## src/rtl/ps2_key_receiver.sv

```systemverilog
// ps2_key_receiver: deserialises PS/2 keyboard frames into scan codes, decoding the E0 (extended) and F0 (break) prefixes.
// Ports: clk, reset (sync, active-high); ps2_clk, ps2_data (raw asynchronous pins);
//   scan_code[7:0], is_break, is_ext (latched with each code_valid pulse);
//   code_valid, parity_err, frame_err (1-cycle pulses, mutually exclusive);
//   left_up, left_down, right_up, right_down (held-key levels, built only with PS2_KEY_STATE_EN).
// Macro PS2_KEY_STATE_EN: when defined, key levels follow make/break codes for W, S, Up and Down.
//   When it is undefined, the key levels are tied to 0.
module ps2_key_receiver #(
  parameter int FILTER_LEN = 4,
  parameter int TIMEOUT_CYCLES = 12500,
  parameter int TO_W = 14
) (
  input  logic       clk,
  input  logic       reset,
  input  logic       ps2_clk,
  input  logic       ps2_data,
  output logic [7:0] scan_code,
  output logic       code_valid,
  output logic       is_break,
  output logic       is_ext,
  output logic       parity_err,
  output logic       frame_err,
  output logic       left_up,
  output logic       left_down,
  output logic       right_up,
  output logic       right_down
);
  localparam int FW = $clog2(FILTER_LEN + 1);
  typedef enum logic [1:0] {IDLE, DATA, PARITY, STOP} state_t;
  state_t state, state_n;
  logic [1:0] clk_sync, data_sync;
  logic clk_f, clk_f_d;
  logic [FW-1:0] f_cnt;
  logic [2:0] bit_cnt, bit_cnt_n;
  logic [7:0] sh, sh_n;
  logic par, par_n;
  logic [TO_W-1:0] to_cnt;
  logic ext_pend, brk_pend;
  logic bit_in, strobe, timeout, done, par_ok, byte_ok;
  assign bit_in = data_sync[1];
  assign strobe = clk_f_d & ~clk_f;
  // A strobe in the same cycle restarts the timer, so it wins over the timeout.
  assign timeout = state != IDLE && !strobe && to_cnt == TO_W'(TIMEOUT_CYCLES);
  assign done = strobe && state == STOP;
  assign par_ok = ^{sh, par};
  assign byte_ok = done && par_ok && bit_in;
  // The filtered clock only moves after FILTER_LEN consecutive synced samples that disagree with it.
  always_ff @(posedge clk) begin
    if (reset) begin
      clk_sync <= 2'b11;
      data_sync <= 2'b11;
      clk_f <= 1'b1;
      clk_f_d <= 1'b1;
      f_cnt <= '0;
    end else begin
      clk_sync <= {clk_sync[0], ps2_clk};
      data_sync <= {data_sync[0], ps2_data};
      clk_f_d <= clk_f;
      if (clk_sync[1] == clk_f) f_cnt <= '0;
      else if (f_cnt == FW'(FILTER_LEN - 1)) begin
        clk_f <= clk_sync[1];
        f_cnt <= '0;
      end else f_cnt <= f_cnt + 1'b1;
    end
  end
  always_ff @(posedge clk) begin
    if (reset) begin
      state <= IDLE;
      bit_cnt <= '0;
      sh <= '0;
      par <= 1'b0;
    end else begin
      state <= state_n;
      bit_cnt <= bit_cnt_n;
      sh <= sh_n;
      par <= par_n;
    end
  end
  always_comb begin
    state_n = state;
    bit_cnt_n = bit_cnt;
    sh_n = sh;
    par_n = par;
    if (timeout) state_n = IDLE;
    else if (strobe)
      case (state)
        IDLE: if (!bit_in) begin
          state_n = DATA;
          bit_cnt_n = '0;
        end
        DATA: begin
          sh_n = {bit_in, sh[7:1]};
          bit_cnt_n = bit_cnt + 1'b1;
          state_n = bit_cnt == 3'd7 ? PARITY : DATA;
        end
        PARITY: begin
          par_n = bit_in;
          state_n = STOP;
        end
        default: state_n = IDLE;
      endcase
  end
  always_ff @(posedge clk) begin
    if (reset) begin
      to_cnt <= '0;
      scan_code <= 8'h00;
      is_break <= 1'b0;
      is_ext <= 1'b0;
      code_valid <= 1'b0;
      parity_err <= 1'b0;
      frame_err <= 1'b0;
      ext_pend <= 1'b0;
      brk_pend <= 1'b0;
    end else begin
      to_cnt <= (strobe || state == IDLE) ? '0 : to_cnt + 1'b1;
      code_valid <= 1'b0;
      parity_err <= 1'b0;
      frame_err <= 1'b0;
      if (timeout || (done && !byte_ok)) begin
        parity_err <= done && !par_ok;
        frame_err <= timeout || (done && par_ok);
        ext_pend <= 1'b0;
        brk_pend <= 1'b0;
      end else if (byte_ok && sh == 8'hE0) ext_pend <= 1'b1;
      else if (byte_ok && sh == 8'hF0) brk_pend <= 1'b1;
      else if (byte_ok) begin
        scan_code <= sh;
        is_ext <= ext_pend;
        is_break <= brk_pend;
        code_valid <= 1'b1;
        ext_pend <= 1'b0;
        brk_pend <= 1'b0;
      end
    end
  end
`ifdef PS2_KEY_STATE_EN
  logic code_ok;
  assign code_ok = byte_ok && sh != 8'hE0 && sh != 8'hF0;
  always_ff @(posedge clk) begin
    if (reset) begin
      left_up <= 1'b0;
      left_down <= 1'b0;
      right_up <= 1'b0;
      right_down <= 1'b0;
    end else if (code_ok) begin
      if (sh == 8'h1D && !ext_pend) left_up <= !brk_pend;
      if (sh == 8'h1B && !ext_pend) left_down <= !brk_pend;
      if (sh == 8'h75 && ext_pend) right_up <= !brk_pend;
      if (sh == 8'h72 && ext_pend) right_down <= !brk_pend;
    end
  end
`else
  assign left_up = 1'b0;
  assign left_down = 1'b0;
  assign right_up = 1'b0;
  assign right_down = 1'b0;
`endif
endmodule
```

## config.mk

```make
export PLATFORM = sky130hd
export DESIGN_NAME = ps2_key_receiver
export DESIGN_NICKNAME = d
export VERILOG_FILES = /design/src/rtl/ps2_key_receiver.sv
export SDC_FILE = /design/constraint.sdc
export NUM_CORES = 1
export LEC_CHECK = 0
export BUFFER_PORTS_ARGS = -buffer_cell sky130_fd_sc_hd__buf_2
export CAP_MARGIN = 20
export CORE_MARGIN = 2
export CORE_UTILIZATION = 57
export CTS_BUF_LIST = sky130_fd_sc_hd__clkbuf_4 sky130_fd_sc_hd__clkbuf_8
export DETAILED_ROUTE_END_ITERATION = 6
export PLACE_DENSITY = 0.81
export REMOVE_ABC_BUFFERS = 1
export SETUP_SLACK_MARGIN = 0.3
export SYNTH_ARGS = -nofsm -noshare
export SYNTH_HDL_FRONTEND = slang
export SYNTH_SLANG_ARGS = --single-unit
```

## constraint.sdc

```tcl
create_clock -name clk -period 2.6 [get_ports clk]
set_input_delay 0.52 -clock clk [delete_from_list [all_inputs] [get_ports clk]]
set_output_delay 0.52 -clock clk [all_outputs]
set_load 0.01 [all_outputs]
```

## Yosys cells after proc, flatten, opt, wreduce, memory -nomap -nowiden

Index checks and enable logic that the tools add are counted.

| word-level totals | value |
|---|---|
| output and inout bits | 17 |
| memory bits (writable) | 0 |
| ROM bits | 0 |
| memories kept | 0 |
| logic and storage cells | 84 |
| bits in registers | 52 |
| latch bits | 0 |
| bits of input ports | 4 |

| cells by class | value |
|---|---|
| muxes and demuxes | 10 |
| add/sub/neg operators | 3 |
| shift-type cells | 0 |
| div/mod/pow operators | 0 |
| $lt $le $gt $ge | 0 |
| $mul | 0 |
| equal/unequal tests | 11 |
| reductions and logical operators | 35 |
| bitwise logic cells | 7 |

Operators by type and width:

| operator | count |
|---|---|
| $eq A8 B8 Y1 const B | 2 |
| $add A14 B1 Y14 const B | 1 |
| $eq A14 B14 Y1 const B | 1 |
| $logic_and A1 B1 Y1 | 9 |
| $reduce_xor A9 Y1 | 1 |
| $reduce_and A2 Y1 | 4 |
| $reduce_and A4 Y1 | 2 |
| $reduce_bool A2 Y1 | 4 |
| $reduce_or A2 Y1 | 4 |
| $add A3 B1 Y3 const B | 2 |
| $not A1 Y1 | 6 |
| $pmux W2 S3 | 1 |
| $pmux W3 S2 | 1 |
| $reduce_and A3 Y1 | 2 |
| $mux W1 | 5 |
| $eq A2 B2 Y1 const B | 2 |
| $mux W2 | 2 |
| $ne A2 B2 Y1 const B | 2 |
| $reduce_or A4 Y1 | 1 |
| $eq A3 B2 Y1 const B | 1 |
| $eq A3 B3 Y1 const B | 1 |
| $logic_not A1 Y1 | 3 |
| $logic_or A1 B1 Y1 | 3 |
| $mux W3 | 1 |
| other kinds (5) | 5 |

## Longest topological paths before layout

Gate-level depths: netlist of run 1.

| depth | value |
|---|---|
| depth in word-level cells | 10 |
| mapped depth | 6 |
| gate-level depth less buffers | 6 |

## Worst setup path before layout of run 1

No wires, ideal clock.

| path | value |
|---|---|
| kind | reg2reg |
| start | reg sh[0] |
| end | reg is_break |
| required time | 2.528 ns |
| buffers on the path | 1 |
| period minus slack after synthesis | 1.775 ns |
| slack | 0.825 ns |
| stages on the path, launching flop included | 6 |
| data arrival time | 1.704 ns |
| path through | dfxtp_1 > xnor3_1 > a2111o_1 > mux2i_2 > buf_6 > mux2i_1 |

| on the way | value |
|---|---|
| cells in the longest elaborated chain, start to end | 8 |
| elaborated cells on any way between the ends | 14 |
| classes of those cells | eq/ne (2); bitwise (3); reduce/logical (9) |

Ends and longest elaborated chain:

| element | RTL line | source |
|---|---|---|
| from (decl) | 35 | `logic [7:0] sh, sh_n;` |
| from (signal assigned) | 75 | `sh <= sh_n;` |
| $reduce_xor A9 Y1 | 45 | `assign par_ok = ^{sh, par};` |
| $logic_and A1 B1 Y1 (2 in series) | 46 | `assign byte_ok = done && par_ok && bit_in;` |
| $logic_not A1 Y1 | 119 | `if (timeout \|\| (done && !byte_ok)) begin` |
| $logic_and A1 B1 Y1 | 119 |  |
| $logic_or A1 B1 Y1 | 119 |  |
| $not A1 Y1 (no source line) | -- |  |
| $reduce_and A4 Y1 (no source line) (*) | -- |  |
| to (signal assigned) | 129 | `is_break <= brk_pend;` |
| to (decl) | 19 | `output logic is_break,` |

Mark *: on every way between the ends. The rest lies on a longest branch, timed or not.
A chain may end at the register's enable or synchronous reset.

## Worst setup path after layout of run 1

| path | value |
|---|---|
| start | reg sh[0] |
| end | reg scan_code[7] |

| on the way | value |
|---|---|
| cells in the longest elaborated chain, start to end | 8 |
| elaborated cells on any way between the ends | 14 |
| classes of those cells | eq/ne (2); bitwise (3); reduce/logical (9) |

Ends and longest elaborated chain:

| element | RTL line | source |
|---|---|---|
| $reduce_xor A9 Y1 | 45 |  |
| $logic_and A1 B1 Y1 (2 in series) | 46 |  |
| $logic_not A1 Y1 | 119 |  |
| $logic_and A1 B1 Y1 | 119 |  |
| $logic_or A1 B1 Y1 | 119 |  |
| $not A1 Y1 (no source line) | -- |  |
| $reduce_and A4 Y1 (no source line) (*) | -- |  |
| to (signal assigned) | 127 | `scan_code <= sh;` |
| to (decl) | 17 | `output logic [7:0] scan_code,` |

Marks and branches as above.

==> flow_summary_export.csv, run 1 <==
group,metric,value,unit
run_status,outcome,"finished, final reports clean",
yosys,ys_types,46,
clock_network,cts_buffer_depth,2,
worst_setup_path,reg2reg_to,"scan_code[7]",
floorplanning,core.rowCount,23,
yosys,seq_area_frac_synth,45.5,%
cells_and_area,final_common_cell,"dfxtp_1",
routing,vias_per_cell,5.29,
routing,wl_per_cell,12.2,um
routing,first_pass_iters,4,
timing,finalHoldViolations,0,
placed_design,gp_congestion,0.769,
timing,finalCritPeriodShare,74.7,%
job,cap_violations,0,
clock_network,clkLatencyLatePin,0.31,ns
floorplanning,die_y,67.3,um
min_path,min_from,"ps2_data",
grt,antenna_found_initial,0,
power,power,1380,uW
min_path,worstHoldEndpoint,"data_sync[0]",
routing,drt_first_iter_violations,113,
timing,tightestPinTransition,0.686,ns
clock_network,postCtsResizedCells,0,
routing,drc,0,
yosys,synth-edff-count,0,
cells_and_area,drive_above_1_share,12.1,%
cells_and_area,num-fill-cells,330,
worst_setup_path,end_kind,"flip-flop",
worst_setup_path,crit_slowest_cell,"xnor3_1",
power,leakage,0.000885,uW
placed_design,dp_hpwl,2700,um
routing,vias,1660,
power,peakVddDrop,0.415,mV
worst_setup_path,worstPathArrival,2.17,ns
floorplanning,io_pins,21,
worst_setup_path,cp_top_family,"XOR/XNOR gates",
routing,ant_nets,0,
clock_network,clockRootBuffer,"clkbuf_8",
floorplanning,die_area,0.00453,sq mm
clock_network,cts_tree,"yes",
cells_and_area,area_growth,7.39,%
floorplanning,core,0.00394,sq mm
timing,rsz0062_at_grt,"false",
clock_network,numCtsBuffers,5,
timing,fmax,515,MHz
cells_and_area,nets,273,
worst_setup_path,cp.required,2.83,ns
placed_design,portBuffers,16,
worst_setup_path,worstSetupStartpointType,"flip-flop",
worst_setup_path,slowest_delay,0.48,ns
clock_network,clkTransAtPathRegs,0.10,ns
timing,skew,0.0119,ns
worst_setup_path,critPathKind,"reg2reg",
grt,globalRouteOverflowTotal,0,
clock_network,clock-sinks,52,
grt,groute.usage.overall,18.6,%
yosys,synthArstFlopShare,0,%
yosys,synth-main-ff-cell,"dfxtp_1",
cells_and_area,final_util,62.3,%
min_path,min_path_cells,2,
yosys,ys_warn_count,0,
timing,setup_tns,0,ns
clock_network,cts.htree.levels,2,
min_path,hold_class,"in2reg",
worst_setup_path,crit_fanout,11,
cells_and_area,antennaDiodeCount,0,
timing,setup_ws,0.658,ns
worst_setup_path,worstPathCellList,"xnor3_1, a2111o_1, mux2i_2, buf_4, mux2i_1",
timing,period_needed,1.94,ns
placed_design,dp_slack,0.710,ns
routing,drt_wl_total,3820,um
worst_setup_path,rr_startpoint,"sh[0]",
yosys,synth-seq-cells,52,
grt,grt_pass1_vias,1467,
worst_setup_path,path_buf_inv,1,
floorplanning,die_w,67.3,um
timing,setup_viol,0,
yosys,syn_area,0.00229,sq mm
clock_network,hold_buffers,0,
grt,grt_start_max_net_pins,26,
power,powerDensity,563,mW/mm^2
yosys,avgSynthCellArea,9.14,sq um
worst_setup_path,worst-r2r-setup-slack,0.66,ns
worst_setup_path,r2r_cells,5,
timing,slew_headroom,54.1,%
cells_and_area,layout_common_cells,"dfxtp_1, nand2_1, nor2_1",
yosys,netlist_instances,250,
grt,grt_pass1_wl,6420,um
clock_network,post_cts_buffers,0,
timing,slew_viol_final,0,
floorplanning,initial_core_util,58.0,%
[worst reg2reg max path, delay by kind of cell, from the launching register on]
family	cells	cell delay (ns)
AO/OA/AOI/OAI	1	0.39
buffers and inverters	1	0.24
flip-flops	1	0.40
multiplexers	2	0.35
XOR/XNOR	1	0.48
[cell type report]
cell class                      count  area [sq um]  share of cell area (%)
Clock buffer                        6          76.3                    3.11
Clock inverter                      2          38.8                    1.58
Inverter                            9          33.8                    1.38
Multi-Input combinational cell    178          1110                    45.4
Sequential cell                    52          1040                    42.4
Tap cell                           50          62.6                    2.55
Timing Repair Buffer               17          87.6                    3.57
[worst max-delay path by stage]
stage	startpoint	endpoint	slack, ns	cells past startpoint
5_1_grt	sh[0]	is_break	0.51	5
3_5_place_dp	sh[0]	scan_code[2]	0.71	5
4_1_cts	sh[0]	scan_code[7]	0.64	5
6_report	sh[0]	scan_code[7]	0.66	5
2_1_floorplan	sh[0]	is_break	0.57	4
3_3_place_gp	sh[0]	is_break	0.75	5
[cells in the mapped netlist (all sizes together) (3+ instances only)]
library cell / count / area [sq um]
nor3: 7 / 35.0
clkbuf: 5 / 18.8
dfxtp: 52 / 1040
nor4: 4 / 25.0
inv: 9 / 33.8
or3: 3 / 20.0
xor2: 9 / 78.8
nor2: 29 / 109
xnor2: 8 / 70.1
nand4: 7 / 43.8
nand4b: 3 / 26.3
a21oi: 12 / 60.1
nand2: 41 / 154
ha: 6 / 75.1
buf: 9 / 88.8
mux2i: 13 / 134
nand3: 4 / 20.0
or2: 5 / 31.3
[report_power, final]
| group | internal, uW | switching [uW] |
|---|---|---|
| clock network | 301 | 260 |
| logic | 4.19 | 14.8 |
| registers | 799 | 2.22 |
| total | 1100 | 277 |
[metal layers]
layer  up-vias  wire length [um]  global-route usage, %  part of all wire, %
met5         -                 0                      0                    0
met2        26              1810                   31.3                   47
li1        861                 -                      -                    -
met4         0                43                   6.63                  1.1
met3         5               127                   5.33                  3.3
met1       768              1830                   22.5                   48
[sequential cells by signal (all words and copies together), names as in the netlist, 2 cells and up]
name / cells
bit_cnt: 3
clk_sync: 2
data_sync: 2
f_cnt: 3
scan_code: 8
sh: 8
state: 2
to_cnt: 14
[through the flow]
step                hold WS (ns)  cell area, sq um  instances
CTS                        0.373              2450        314
floorplan                  0.383              2190        239
detailed placement         0.389              2340        306
global placement           0.387              2340        306
finish                     0.386              2450        314
global route               0.371              2450        314
[logic make-up (layout without fill, tap and decap cells)]
| logic type | count (synthesis) | count (layout) | synth area share, % |
|---|---|---|---|
| and+or+nand+nor | 115 | 115 | 24.5 |
| DFF | 52 | 52 | 45.5 |
| buffers and inverters | 23 | 34 | 6.18 |
| AOI/OAI and AO/OA | 21 | 21 | 5.91 |
| xor gates and xnor gates | 19 | 19 | 8.54 |
| muxes | 13 | 13 | 5.86 |
| adders and majority gates | 6 | 6 | 3.28 |
| other | 1 | 4 | 0.164 |
Power figures use the tool's default switching activity.
==> run 2: changes to the inputs <==
clock period = 2 ns   (was 2.6 ns; I/O delays follow)
==> run 2 against run 1 <==
Net effect:
- critical path type unchanged
- final cell count is 3.5% higher
- sequential power grew 29%
- critical endpoint is now scan_code[1]
- routed wire length rose by 9.2%
- non-clock buffer count grew 11
- largest cell class unchanged
- highest routed layer unchanged
- clock-buffer cell count stayed put
- maximum frequency increased by 6.5%
- register-to-register slack worse by 0.48 ns
- design area is 6.3% higher
- clock skew decreased by 0.0052 ns
- total power increased by 21%
- global-route usage grew 2.1 points
- hold slack worse by 0.12 ns
==> flow_summary_export.csv, run 2 (synthesis results as in run 1) <==
group,metric,value,unit
grt,antenna_found_initial,0,
worst_setup_path,worstPathCellList,"nand4b_1, a2111o_1, mux2i_4, clkbuf_16, mux2i_1",
cells_and_area,largest_reg_flops,14,
clock_network,clock-sinks,52,
timing,finalCritPeriodShare,91.2,%
clock_network,numCtsBuffers,5,
worst_setup_path,rr_startpoint,"clk_f",
worst_setup_path,worstPathArrival,2.07,ns
timing,setup_ws,0.176,ns
placed_design,dp_hpwl,2630,um
floorplanning,core.rowCount,23,
routing,ant_nets,0,
timing,skew,0.00675,ns
grt,globalRouteOverflowTotal,0,
worst_setup_path,crit_fanout,5,
clock_network,clkLatencyLatePin,0.31,ns
grt,grt_start_max_net_pins,24,
grt,groute.usage.overall,20.6,%
run_status,outcome,"finished, final reports clean",
cells_and_area,drive_above_1_share,21.8,%
cells_and_area,num-fill-cells,323,
clock_network,cts_buffer_depth,2,
cells_and_area,final_common_cell,"nand2_1",
worst_setup_path,worstSetupStartpointType,"flip-flop",
timing,fmax,548,MHz
clock_network,cts_tree,"yes",
min_path,worstHoldEndpoint,"data_sync[0]",
power,peakVddDrop,0.403,mV
grt,grt_pass1_vias,1583,
cells_and_area,largestRegisters,"to_cnt x14, scan_code x8, sh x8",
routing,vias_per_cell,5.34,
cells_and_area,finalNonFillerCells,325,
placed_design,dpl_cell_area,0.00238,sq mm
floorplanning,initial_core_util,58.0,%
min_path,min_from,"ps2_data",
timing,period_needed,1.82,ns
cells_and_area,antennaDiodeCount,0,
routing,wl_per_cell,12.8,um
floorplanning,die_w,67.3,um
timing,slew_viol_final,0,
floorplanning,die_area,0.00453,sq mm
grt,grt_pass1_wl,7070,um
cells_and_area,multi_input_area,0.00115,sq mm
clock_network,clockRootBuffer,"clkbuf_8",
worst_setup_path,critPathKind,"reg2reg",
routing,drc,0,
worst_setup_path,slowest_delay,0.51,ns
routing,drt_wl_total,4170,um
floorplanning,core,0.00394,sq mm
clock_network,cts.htree.levels,2,
timing,finalHoldViolations,0,
min_path,hold_class,"in2reg",
cells_and_area,fin_area,0.00261,sq mm
cells_and_area,final-seq-area,0.00107,sq mm
min_path,min_path_cells,2,
cells_and_area,area_growth,14.2,%
power,leakage,0.000949,uW
worst_setup_path,reg2reg_to,"scan_code[1]",
placed_design,dp_slack,0.0990,ns
clock_network,clkTransAtPathRegs,0.09,ns
routing,first_pass_iters,4,
placed_design,portBuffers,16,
worst_setup_path,r2r_cells,5,
timing,setup_viol,0,
worst_setup_path,cp.required,2.25,ns
floorplanning,io_pins,21,
cells_and_area,layout_common_cells,"nand2_1, dfxtp_1, nor2_1",
cells_and_area,nets,284,
worst_setup_path,end_kind,"flip-flop",
timing,setup_tns,0,ns
placed_design,dpl.cell_count,310,
floorplanning,die_y,67.3,um
routing,drt_first_iter_violations,83,
placed_design,gp_congestion,0.762,
worst_setup_path,worst-r2r-setup-slack,0.18,ns
power,powerDensity,641,mW/mm^2
worst_setup_path,crit_slowest_cell,"a2111o_1",
timing,rsz0062_at_grt,"true",
job,cap_violations,0,
cells_and_area,regMostFlops,"to_cnt",
routing,vias,1735,
run 2: repair_timing:
action / 4_1_cts / 5_1_grt
pin swaps: 4 / 5
hold buffers: 0 / 0
setup buffers: 4 / 2
resized for setup: 15 / 11
cloned: 1 / 0
endpoints found under the setup margin: 13 / 17
run 2: final cells by class:
type | instances | area share, %
Multi-Input combinational cell | 178 | 44.1
Sequential cell | 52 | 41.0
Tap cell | 50 | 2.40
Timing Repair Buffer | 28 | 7.67
Clock buffer | 6 | 3.16
Clock inverter | 2 | 0.384
Inverter | 9 | 1.29
run 2: critical path: cells and delay by family (launching register included):
kind / cells / cell delay, ns
AND/OR/NAND/NOR: 1 / 0.30
buffers and inverters: 1 / 0.19
flip-flops: 1 / 0.35
AO/OA/AOI/OAI: 1 / 0.51
multiplexers: 2 / 0.41
run 2: worst max path at each step:
stage,startpoint,end,slack (ns),cells past startpoint
finish,clk_f,scan_code[1],0.18,5
global route,state[1],scan_code[1],0.12,5
CTS,sh[2],is_break,0.20,5
detailed placement,sh[0],is_break,0.1,5
global placement,sh[0],is_break,0.21,5
floorplan,sh[0],is_break,-0.03,4
run 2: through the flow:
| step | power, uW | util, % | hold WS (ns) |
|---|---|---|---|
| 4_1_cts | 1700 | 65.1 | 0.255 |
| 3_5_place_dp | 1090 | 60.4 | 0.391 |
| 2_1_floorplan | 1080 | - | 0.383 |
| 5_1_grt | 1740 | 66.2 | 0.252 |
| 3_3_place_gp | 1090 | 60.4 | 0.385 |
| 6_report | 1670 | 66.2 | 0.262 |
run 2: per-layer routing:
layer | vias to the layer above | track usage [%] | wire, um
met5 | - | 0 | 0
met4 | 0 | 8.16 | 89
met3 | 11 | 5.00 | 134
met2 | 31 | 33.3 | 2020
met1 | 809 | 26.6 | 1930
li1 | 884 | - | -
run 2: where the power goes:
| part | leakage (uW) | total [uW] | internal [uW] | switching (uW) |
|---|---|---|---|---|
| clock | 0.0000510 | 611 | 277 | 334 |
| sequential | 0.000426 | 1030 | 1030 | 3.08 |
| combinational | 0.000472 | 29.0 | 8.14 | 20.9 |
| total | 0.000949 | 1670 | 1320 | 358 |
